<file path="config.mk">
export PLATFORM = sky130hd
export DESIGN_NAME = axis_pkt_gen
export DESIGN_NICKNAME = d
export VERILOG_FILES = /design/src/rtl/axis_pkt_gen.sv
export SDC_FILE = /design/constraint.sdc
export NUM_CORES = 1
export LEC_CHECK = 0
export BUFFER_PORTS_ARGS = -buffer_cell sky130_fd_sc_hd__buf_4
export CELL_PAD_IN_SITES_DETAIL_PLACEMENT = 0
export CELL_PAD_IN_SITES_GLOBAL_PLACEMENT = 2
export CORE_MARGIN = 3
export CORE_UTILIZATION = 30
export DETAILED_ROUTE_END_ITERATION = 8
export PLACE_DENSITY = 0.78
export SKIP_CTS_REPAIR_TIMING = 1
export SLEW_MARGIN = 20
export SYNTH_ARGS = -nofsm -noshare
export SYNTH_HDL_FRONTEND = slang
export SYNTH_SLANG_ARGS = --single-unit
export TNS_END_PERCENT = 20
</file>
<file path="constraint.sdc">
create_clock -name aclk -period 4.08 [get_ports aclk]
set_input_delay 0.816 -clock aclk [delete_from_list [all_inputs] [get_ports aclk]]
set_output_delay 0.816 -clock aclk [all_outputs]
set_load 0.01 [all_outputs]
</file>
<file path="src/rtl/axis_pkt_gen.sv">
// axis_pkt_gen: AXI4-Stream master that emits incrementing-word packets.
// A start pulse latches the byte length and seed. The block then sends
// ceil(len/4) beats with tdata = seed + k. The final beat carries tlast and a
// partial tkeep when len is not a multiple of 4. A zero-length start is
// rejected with an err pulse.
// Optional feature macro: AXIS_PKT_GEN_GAP_EN adds cfg_gap[7:0]. It inserts
// cfg_gap idle (tvalid-low) cycles between consecutive beats of a packet.

module axis_pkt_gen #(
   parameter int LEN_W  = 16,
   parameter int DATA_W = 32,
   parameter int CNT_W  = 16
) (
   input  logic              aclk,
   input  logic              aresetn,
   input  logic              start,
   input  logic [LEN_W-1:0]  cfg_len,
   input  logic [31:0]       cfg_seed,
`ifdef AXIS_PKT_GEN_GAP_EN
   input  logic [7:0]        cfg_gap,
`endif
   output logic              busy,
   output logic              done,
   output logic              err,
   output logic [CNT_W-1:0]  pkt_count,
   output logic [DATA_W-1:0] m_axis_tdata,
   output logic [3:0]        m_axis_tkeep,
   output logic              m_axis_tlast,
   output logic              m_axis_tvalid,
   input  logic              m_axis_tready
);

   typedef enum logic [1:0] {
      IDLE = 2'd0,
      SEND = 2'd1,
      DONE = 2'd2
   } state_t;

   state_t            state;
   state_t            state_nxt;

   logic [LEN_W-2:0]  beats_left;
   logic [DATA_W-1:0] data_q;
   logic [3:0]        last_keep_q;
   logic              err_q;
   logic [CNT_W-1:0]  count_q;

   logic [LEN_W:0]    len_round;
   logic [LEN_W-2:0]  beats_init;
   logic [3:0]        keep_init;
   logic              start_ok;
   logic              start_zero;
   logic              is_last;
   logic              gap_idle;
   logic              handshake;

`ifdef AXIS_PKT_GEN_GAP_EN
   logic [7:0]        gap_q;
   logic [7:0]        gap_cnt;
`endif

   // Decode the start request and derive beat count and final-beat byte enables
   always_comb begin
      len_round  = {1'b0, cfg_len} + (LEN_W+1)'(3);
      beats_init = len_round[LEN_W:2];
      start_ok   = (state == IDLE) && start && (cfg_len != '0);
      start_zero = (state == IDLE) && start && (cfg_len == '0);
      case (cfg_len[1:0])
         2'd1:    keep_init = 4'h1;
         2'd2:    keep_init = 4'h3;
         2'd3:    keep_init = 4'h7;
         default: keep_init = 4'hF;
      endcase
   end

`ifdef AXIS_PKT_GEN_GAP_EN
   assign gap_idle = (gap_cnt == 8'd0);
`else
   assign gap_idle = 1'b1;
`endif

   assign is_last   = (beats_left == (LEN_W-1)'(1));
   assign handshake = m_axis_tvalid && m_axis_tready;

   // State register; reset abandons any packet in flight immediately
   always_ff @(posedge aclk or negedge aresetn) begin
      if (!aresetn) begin
         state <= IDLE;
      end else begin
         state <= state_nxt;
      end
   end

   // Next-state selection: accept a start, finish on the tlast handshake, DONE lasts one cycle
   always_comb begin
      state_nxt = state;
      case (state)
         IDLE:    if (start_ok) state_nxt = SEND;
         SEND:    if (handshake && is_last) state_nxt = DONE;
         DONE:    state_nxt = IDLE;
         default: state_nxt = IDLE;
      endcase
   end

   // Packet datapath: load on accepted start, step data and beat count on each handshake
   always_ff @(posedge aclk or negedge aresetn) begin
      if (!aresetn) begin
         beats_left  <= '0;
         data_q      <= '0;
         last_keep_q <= 4'h0;
`ifdef AXIS_PKT_GEN_GAP_EN
         gap_q       <= 8'd0;
         gap_cnt     <= 8'd0;
`endif
      end else if (start_ok) begin
         beats_left  <= beats_init;
         data_q      <= cfg_seed;
         last_keep_q <= keep_init;
`ifdef AXIS_PKT_GEN_GAP_EN
         gap_q       <= cfg_gap;
         gap_cnt     <= 8'd0;
`endif
      end else if (state == SEND) begin
         if (handshake) begin
            beats_left <= beats_left - (LEN_W-1)'(1);
            data_q     <= data_q + DATA_W'(1);
`ifdef AXIS_PKT_GEN_GAP_EN
            if (!is_last) begin
               gap_cnt <= gap_q;
            end
`endif
         end
`ifdef AXIS_PKT_GEN_GAP_EN
         else if (gap_cnt != 8'd0) begin
            gap_cnt <= gap_cnt - 8'd1;
         end
`endif
      end
   end

   // Status registers: one-cycle reject pulse and completed-packet counter
   always_ff @(posedge aclk or negedge aresetn) begin
      if (!aresetn) begin
         err_q   <= 1'b0;
         count_q <= '0;
      end else begin
         err_q <= start_zero;
         if ((state == SEND) && handshake && is_last) begin
            count_q <= count_q + CNT_W'(1);
         end
      end
   end

   // Output decode; stream fields are zero outside SEND so reset and idle show all-zero
   always_comb begin
      busy          = 1'b0;
      done          = 1'b0;
      m_axis_tvalid = 1'b0;
      m_axis_tdata  = '0;
      m_axis_tkeep  = 4'h0;
      m_axis_tlast  = 1'b0;
      case (state)
         SEND: begin
            busy          = 1'b1;
            m_axis_tvalid = gap_idle;
            m_axis_tdata  = data_q;
            m_axis_tkeep  = is_last ? last_keep_q : 4'hF;
            m_axis_tlast  = is_last;
         end
         DONE: begin
            done = 1'b1;
         end
         default: begin
         end
      endcase
   end

   assign err       = err_q;
   assign pkt_count = count_q;

endmodule

</file>
==> results.py <==
metrics = {
    "status": {
        "status": "finished clean",
    },
    "timing": {
        "skew_ps": 4.49,
        "rsz0062_at_grt": "false",
        "setup_slack_ps": 869,
        "slew_headroom_pct": 38.5,
        "finalCriticalPeriod_ps": 3210,
        "hold_viol": 0,
        "setup_tns_ps": 0,
        "worstMarginPinSlew_ps": 922,
        "setup_viol": 0,
        "max_freq_mhz": 311,
        "period_share_pct": 78.7,
        "slew_violations": 0,
    },
    "critical_path": {
        "regToRegEndpoint": "pkt_count[1]",
        "crit_path_end_kind": "output port",
        "crit_chain": "or3_4, or4_4, or2_2, nor2_1, nor2_1, buf_4",
        "slowest_stage": "or4_4",
        "critPathKind": "reg2out",
        "worst_ep_required_time_ps": 3260,
        "crit_arrival_ps": 2390,
        "rr_worst_depth": 4,
        "r2r_setup_slack_ps": 1730,
        "startpoint": "beats_left[6]",
        "path_max_fanout": 5,
        "critPathTopFamily": "simple AND/OR/NAND/NOR gates",
        "path_common_cell": "nor2_1",
        "slowest_delay_ps": 540,
        "start_kind": "register",
        "reg2reg_from": "beats_left[6]",
        "critPathBufInv": 1,
    },
    "synth": {
        "synth_common_cells": "dfrtp_1, nand2_1, nor2_1",
        "netlist_instances": 491,
        "synth_edf_count": 0,
        "syn_area_um2": 4260,
        "synth-seq-area-share_pct": 41.1,
        "synth.most_common_cell": "dfrtp_1",
        "ys_warn_count": 0,
        "yosysTopAreaCellShare_pct": 41.1,
        "synth_seq_cells": 70,
        "yosys-top-cells-area": "dfrtp_1, xnor2_1, nand2_1, and2_1, o21ai_0",
        "synthFlopType": "dfrtp_1",
        "syn_nets": 549,
        "synthArstFlopShare_pct": 100,
        "yosys.area.top_type": "dfrtp_1",
        "synth.distinct_cells": 54,
        "avgSynthCellArea_um2": 8.68,
    },
    "die": {
        "start_util_pct": 31.4,
        "fp.dieW_um": 125,
        "ios": 109,
        "die_y_um": 125,
        "rows": 42,
        "core_um2": 13600,
        "die_area_um2": 15700,
    },
    "finish": {
        "nets": 649,
        "finalCoreUtilization_pct": 40.7,
        "areaGrowthSynthToFinish_pct": 29.4,
        "design_area_um2": 5520,
        "drive_gt1_share_pct": 23.8,
        "n_antenna_cell": 0,
    },
    "clock_tree": {
        "clk_path_buf_depth": 2,
        "clkSinkCount": 70,
        "cts-buffers-inserted": 9,
        "htreeDepth": 3,
        "insertion_delay_ps": 330,
        "cts.clk_slew.worst_paths_ps": 60,
        "cts_tree": "done",
        "root_buffer": "clkbuf_16",
    },
    "global_route": {
        "grt_pass1_vias": 3867,
        "grt_pass1_wl_mm": 20.8,
        "grt_remaining_overflow": 0,
        "gr-usage-all-layers_pct": 16.2,
        "grt_max_degree": 71,
        "grt_antenna_before_repair": 0,
    },
    "drt": {
        "wl_per_cell_um": 16.2,
        "vias_per_cell": 5.03,
        "vias": 3883,
        "drt_iter0_drc": 282,
        "drt_wl_total_mm": 12.5,
        "dr.pass1.iters": 4,
        "ant_nets": 0,
        "drc": 0,
    },
    "pwr": {
        "peakVddDrop_v": 0.000162,
        "totalPowerFinal_uw": 1850,
        "power_density_nw_per_um2": 335,
        "p_leak_uw": 0.00244,
    },
    "place": {
        "io_buffers": 108,
        "routabilityCongestion": 0.805,
        "pre_cts_ws_ps": 1030,
        "dp_hpwl_mm": 9.25,
        "postPlaceCellArea_um2": 5230,
    },
    "min_path": {
        "min_to": "pkt_count[15]",
        "min_from": "pkt_count[15]",
        "min_path_type": "reg2reg",
        "min_path_cells": 1,
    },
    "job": {
        "cap_violations": 0,
    },
}
state kept, by name (all words and copies together), names as in the netlist:
| register | cells |
|---|---|
| state | 2 |
| data_q | 32 |
| err | 1 |
| pkt_count | 16 |
| last_keep_q | 4 |
| beats_left | 15 |
final cells by class:
class / instances / area [um2]
fillers: 1397 / 8040
flip-flops and latches: 70 / 1750
inverters: 16 / 60.1
clock inverters: 6 / 61.3
well taps: 176 / 220
multi-input cells: 381 / 2340
clock buffers: 10 / 229
repair buffers: 113 / 848
worst register-to-register path, stage by stage (launching register included):
cell and delay [ps]:
dfrtp_1 400, or3_4 420, or4_4 540, nor3_4 480, mux2_2 390
metal layers:
metal	share of wire [%]	global-route usage, %	vias up
met3	4.2	3.24	16
met4	1.7	4.66	0
li1	-	-	1925
met2	45	25.5	98
met1	49	22.7	1844
met5	0	0	-
per-stage QoR:
stage / hold WS (ps) / std cells
global placement: 464 / 756
finish: 481 / 772
detailed placement: 471 / 756
floorplan: 435 / 491
CTS: 482 / 772
global route: 494 / 772
cell families after synthesis:
logic type / Yosys count / synth area share [%]
AO/OA/AOI/OAI: 71 / 10.4
AND/OR/NAND/NOR: 242 / 29.8
flip-flops: 70 / 41.1
buffers and inverters: 40 / 3.93
XOR/XNOR: 54 / 11.1
adder cells (fa/ha/maj): 6 / 1.76
multiplexers: 8 / 1.91
how the worst max path moves through the flow:
stage / end / slack (ps) / depth (start not counted)
final: m_axis_tkeep[3] / 870 / 6
after global routing: m_axis_tdata[31] / 760 / 4
after CTS: m_axis_tkeep[3] / 840 / 6
after detailed placement: data_q[4] / 1030 / 8
after global placement: data_q[4] / 1100 / 8
after floorplan: m_axis_tlast / 1420 / 4
report_power, final:
part | leakage, uW | switching, uW | internal [uW] | total (uW)
sequential | 0.000935 | 62.7 | 738 | 801
combinational | 0.00136 | 133 | 134 | 267
clock | 0.000143 | 309 | 472 | 781
total | 0.00244 | 505 | 1340 | 1850
placed cells by master (no fill, tap or decap), types with 3 or more instances in the layout:
cell / Yosys / final
a21oi_1: 9 / 9
a221o_1: 3 / 3
a22oi_1: 4 / 4
a31oi_1: 3 / 3
and2_1: 31 / 30
and3_1: 6 / 6
and4_1: 6 / 6
buf_4: 2 / 113
clkbuf_16: 0 / 9
clkinv_2: 0 / 3
dfrtp_1: 70 / 70
ha_1: 6 / 6
inv_1: 16 / 16
mux2i_1: 7 / 7
nand2_1: 57 / 57
nand3_1: 30 / 30
nand4_1: 17 / 17
nor2_1: 43 / 43
nor3_1: 22 / 22
nor4_1: 6 / 6
o211ai_1: 3 / 3
o21ai_0: 35 / 35
or3_1: 3 / 3
or4_1: 3 / 3
xnor2_1: 41 / 41
xor2_1: 13 / 13
(Power assumes the default switching activity.)
